`config.mk`:
```
export PLATFORM = sky130hd
export DESIGN_NAME = program_loader
export DESIGN_NICKNAME = d
export VERILOG_FILES = /design/src/rtl/program_loader.sv
export SDC_FILE = /design/constraint.sdc
export NUM_CORES = 1
export LEC_CHECK = 0
export BUFFER_PORTS_ARGS = -buffer_cell sky130_fd_sc_hd__buf_2
export CORE_ASPECT_RATIO = 0.6
export CORE_UTILIZATION = 54
export CTS_CLUSTER_SIZE = 10
export DETAILED_ROUTE_END_ITERATION = 8
export PLACE_DENSITY_LB_ADDON = 0.15
export SYNTH_ARGS = -nofsm -noshare
export SYNTH_HDL_FRONTEND = slang
export SYNTH_SLANG_ARGS = --single-unit
```
`constraint.sdc`:
```
create_clock -name clk -period 4.4 [get_ports clk]
set_input_delay 0.88 -clock clk [delete_from_list [all_inputs] [get_ports clk]]
set_output_delay 0.88 -clock clk [all_outputs]
set_load 0.01 [all_outputs]
```
`src/rtl/program_loader.sv`:
```
// Boot loader: packs big-endian UART byte pairs into 16-bit words and writes them to sequential program memory addresses.
// Latency: the write strobe rises one cycle after the low byte arrives, and the address advances on the following edge.
// Backpressure: none needed; bytes are accepted on every cycle, back-to-back included, and ignored once loading is done.
//
// Ports:
//   clk, reset           - system clock, synchronous active-high reset
//   i_rx_data, i_rx_done - received byte and its one-cycle valid pulse
//   o_addr, o_wr, o_data - program memory write port (all registered)
//   o_loading, o_done    - CPU hold while loading / sticky completion flag
module program_loader #(
    parameter int ADDR_LENGTH = 11,
    parameter int DATA_LENGTH = 16,
    parameter int BYTE_LENGTH = 8
) (
    input  logic                   clk,
    input  logic                   reset,
    input  logic [BYTE_LENGTH-1:0] i_rx_data,
    input  logic                   i_rx_done,
    output logic [ADDR_LENGTH-1:0] o_addr,
    output logic                   o_wr,
    output logic [DATA_LENGTH-1:0] o_data,
    output logic                   o_loading,
    output logic                   o_done
);

    typedef enum logic [1:0] {
        WAIT_HI = 2'd0,
        WAIT_LO = 2'd1,
        WRITE   = 2'd2,
        DONE    = 2'd3
    } state_t;

    localparam logic [ADDR_LENGTH-1:0] ADDR_LAST = '1;

    state_t                 state_q, state_d;
    logic [ADDR_LENGTH-1:0] addr_q, addr_d;
    logic [DATA_LENGTH-1:0] data_q, data_d;
    logic                   wr_q, wr_d;
    logic                   loading_q, loading_d;
    logic                   done_q, done_d;

    always_ff @(posedge clk) begin
        if (reset) begin
            state_q   <= WAIT_HI;
            addr_q    <= '0;
            data_q    <= '0;
            wr_q      <= 1'b0;
            loading_q <= 1'b1;
            done_q    <= 1'b0;
        end else begin
            state_q   <= state_d;
            addr_q    <= addr_d;
            data_q    <= data_d;
            wr_q      <= wr_d;
            loading_q <= loading_d;
            done_q    <= done_d;
        end
    end

    always_comb begin
        state_d   = state_q;
        addr_d    = addr_q;
        data_d    = data_q;
        wr_d      = 1'b0;
        loading_d = loading_q;
        done_d    = done_q;

        case (state_q)
            WAIT_HI: begin
                if (i_rx_done) begin
                    data_d[DATA_LENGTH-1:BYTE_LENGTH] = i_rx_data;
                    state_d = WAIT_LO;
                end
            end
            WAIT_LO: begin
                if (i_rx_done) begin
                    data_d[BYTE_LENGTH-1:0] = i_rx_data;
                    wr_d    = 1'b1;
                    state_d = WRITE;
                end
            end
            WRITE: begin
                // The word is captured by memory on this edge, so the halt and
                // end-of-memory decisions look at the word being written now.
                if ((data_q == '0) || (addr_q == ADDR_LAST)) begin
                    loading_d = 1'b0;
                    done_d    = 1'b1;
                    state_d   = DONE;
                end else begin
                    addr_d = addr_q + 1'b1;
                    // A byte arriving during the write is the next word's high
                    // byte; it only lands in o_data after the write cycle ends.
                    if (i_rx_done) begin
                        data_d[DATA_LENGTH-1:BYTE_LENGTH] = i_rx_data;
                        state_d = WAIT_LO;
                    end else begin
                        state_d = WAIT_HI;
                    end
                end
            end
            DONE: begin
                state_d = DONE;
            end
            default: begin
                state_d = WAIT_HI;
            end
        endcase
    end

    assign o_addr    = addr_q;
    assign o_wr      = wr_q;
    assign o_data    = data_q;
    assign o_loading = loading_q;
    assign o_done    = done_q;

endmodule

```
==> results.py <==
metrics = {
    "detailed_routing": {
        "vias_per_cell": 5.44,
        "routedWlPerCell_um": 13.5,
        "drt_iter0_drc": 61,
        "drt_drc_violations_left": 0,
        "drt_pass1_iterations": 4,
        "wirelength_mm": 3.11,
        "vias": 1251,
        "postRouteAntennaNets": 0,
    },
    "logic_synthesis": {
        "synthesis.area_sq_um": 1380,
        "ys_types": 32,
        "ys_warn_count": 0,
        "synth_top_area_share_pct": 46.3,
        "syn_inst": 161,
        "synth.avg_cell_area_sq_um": 8.59,
        "syn-num-nets": 173,
        "ys_seq_area_share_pct": 46.3,
        "synth.largest_area_cell": "dfxtp_1",
        "netlist_top_cells_area": "dfxtp_1 (46%), nand2_1 (11%), mux2i_1 (6.5%), a21oi_1 (4.7%), xnor2_1 (4.4%)",
        "synth-seq-cells": 32,
    },
    "run": {
        "cap_violations": 0,
    },
    "cts": {
        "clock-sinks": 32,
        "clkTransAtPathRegs_ns": 0.06,
        "cts_tree": "built",
        "clk_latency_ns": 0.28,
        "cts_resized": 0,
        "clockBufferDepth": 2,
        "cts_setup_buffers": 0,
        "holdBufCountCts": 0,
        "cts_made_buffers": 5,
        "htreeDepth": 2,
        "root_buffer": "clkbuf_8",
    },
    "global_route": {
        "grt_pass1_vias": 991,
        "grt_util_met3_pct": 8.33,
        "grtUsageMet1_pct": 33.9,
        "grt.total_usage_pct": 24.6,
        "busiest_layer": "met2",
        "grt_first_pass_wirelength_mm": 4.62,
        "antenna_found_initial": 0,
        "grt.overflow.total": 0,
        "grt_max_degree": 26,
        "grt_use_met2_pct": 35.3,
    },
    "placed_design": {
        "hpwlAfterDp_mm": 2.28,
        "portBuffers": 40,
        "dp_worst_setup_slack_ns": 2.18,
        "gp_congestion": 0.818,
    },
    "worst_setup_path": {
        "start_kind": "flop",
        "arrival_ns": 2.19,
        "worstReg2RegStart": "o_addr[6]",
        "path_max_fanout": 9,
        "crit_required_ns": 4.57,
        "cp-end-kind": "flop",
        "crit_type": "reg -> reg",
        "rrSetupSlack_ns": 2.38,
        "reg2reg_depth": 5,
        "r2r_end": "o_loading",
    },
    "timing": {
        "fin_skew_ns": 0.00741,
        "whs_ns": 0.463,
        "fin_crit_ns": 2.02,
        "max_freq_mhz": 495,
        "post-route-period-util_pct": 46.0,
        "worst_slew_pin_slew_ns": 0.609,
        "rsz0062_at_grt": "false",
        "setup_tns_ns": 0,
        "drv_slew": 0,
        "hold_viol_final": 0,
        "slew_headroom_pct": 59.1,
        "worst_slack_ns": 2.38,
        "setup_viol": 0,
    },
    "hold_path": {
        "hp-class": "reg -> reg",
        "hold_end": "o_done",
        "hold_depth": 2,
        "min_from": "o_done",
    },
    "die": {
        "dieArea_sq_um": 2770,
        "fp.dieW_um": 67.3,
        "core_sq_um": 2290,
        "rows": 13,
        "io_pins": 41,
        "dieHeight_um": 41.2,
        "start_util_pct": 60.3,
    },
    "pwr": {
        "power_density_nw_per_um2": 361,
        "finalPower_uw": 600,
        "leakagePower_uw": 0.000726,
        "vdd_drop_max_mv": 0.165,
    },
    "cells_and_area": {
        "syn2layout_area_growth_pct": 20.0,
        "layout-drive-gt1-share_pct": 26.5,
        "antennaDiodeCount": 0,
        "final_cell_mix": "nand2_1 (40), buf_2 (40), dfxtp_1 (32)",
        "nets": 212,
    },
    "outcome": {
        "status": "finished clean",
    },
}
==> per-layer routing <==
| layer | routed length [um] | share of wire, % |
|---|---|---|
| met3 | 269 | 8.6 |
| met2 | 1320 | 42 |
| met4 | 23 | 0.74 |
| met1 | 1500 | 48 |
| met5 | 0 | 0 |
==> final cells by class <==
class,instances,area (sq um)
clock buffers,6,72.6
clock inverters,1,5.00
fillers,186,634
inverters,4,15.0
multi-input cells,117,688
flip-flops and latches,32,641
well taps,30,37.5
repair buffers,40,200
==> report_power, final <==
group | internal (uW) | leakage (uW) | switching, uW
sequential | 303 | 0.000260 | 11.1
clock | 107 | 0.0000410 | 98.6
combinational | 32.3 | 0.000425 | 47.8
total | 442 | 0.000726 | 157
==> state kept, by name (all words and copies together) (netlist names) <==
register and cells:
o_data 16, o_wr 1, o_done 1, o_loading 1
o_addr 11, state_q 2
==> critical path, cell delays in order (launching register included) <==
cell and delay (ns):
dfxtp_1 0.41, nand4_2 0.22, nor4_4 0.64, or2_0 0.36, nand2_1 0.09, a21o_1 0.19
==> how the worst max path moves through the flow <==
stage              start          to  slack (ns)  cells after the start
3_5_place_dp       reset  o_addr[10]        2.18                      3
4_1_cts        o_addr[6]   o_loading        2.36                      5
3_3_place_gp       reset  o_addr[10]        2.25                      3
2_1_floorplan  o_addr[0]   o_addr[6]        2.63                      7
6_report       o_addr[6]   o_loading        2.38                      5
5_1_grt        o_addr[5]   o_loading        2.21                      5
==> through the flow <==
step | util (%) | instances | area [sq um]
CTS | 72.3 | 230 | 1660
global route | 72.3 | 230 | 1660
finish | 72.3 | 230 | 1660
detailed placement | 69.0 | 223 | 1580
global placement | 69.0 | 223 | 1580
floorplan | - | 161 | 1380
==> cell families after synthesis <==
kind of cell | after synthesis | synth area share, %
compound gates | 20 | 9.14
mux | 9 | 6.52
simple gates | 80 | 28.8
flops | 32 | 46.3
fa+ha+maj | 1 | 0.905
buf+inv | 12 | 3.89
xor+xnor | 7 | 4.43
==> synthesized netlist by cell type <==
| master | number |
|---|---|
| a211o_1 | 1 |
| a21o_1 | 2 |
| a21oi_1 | 13 |
| a21oi_4 | 1 |
| a22o_1 | 1 |
| and4_4 | 1 |
| buf_2 | 1 |
| buf_6 | 1 |
| clkbuf_1 | 6 |
| clkinv_1 | 1 |
| dfxtp_1 | 32 |
| ha_1 | 1 |
| inv_1 | 3 |
| mux2i_1 | 9 |
| nand2_1 | 40 |
| nand3_1 | 2 |
| nand4_1 | 3 |
| nand4_2 | 1 |
| nor2_1 | 11 |
| nor2b_1 | 1 |
| nor3_1 | 7 |
| nor3b_2 | 1 |
| nor4_1 | 6 |
| nor4_4 | 1 |
| nor4b_1 | 1 |
| o21ai_1 | 1 |
| o31ai_1 | 1 |
| or2_0 | 1 |
| or2_2 | 2 |
| or3_1 | 1 |
| or4_1 | 1 |
| xnor2_1 | 7 |
(Power assumes the default switching activity.)
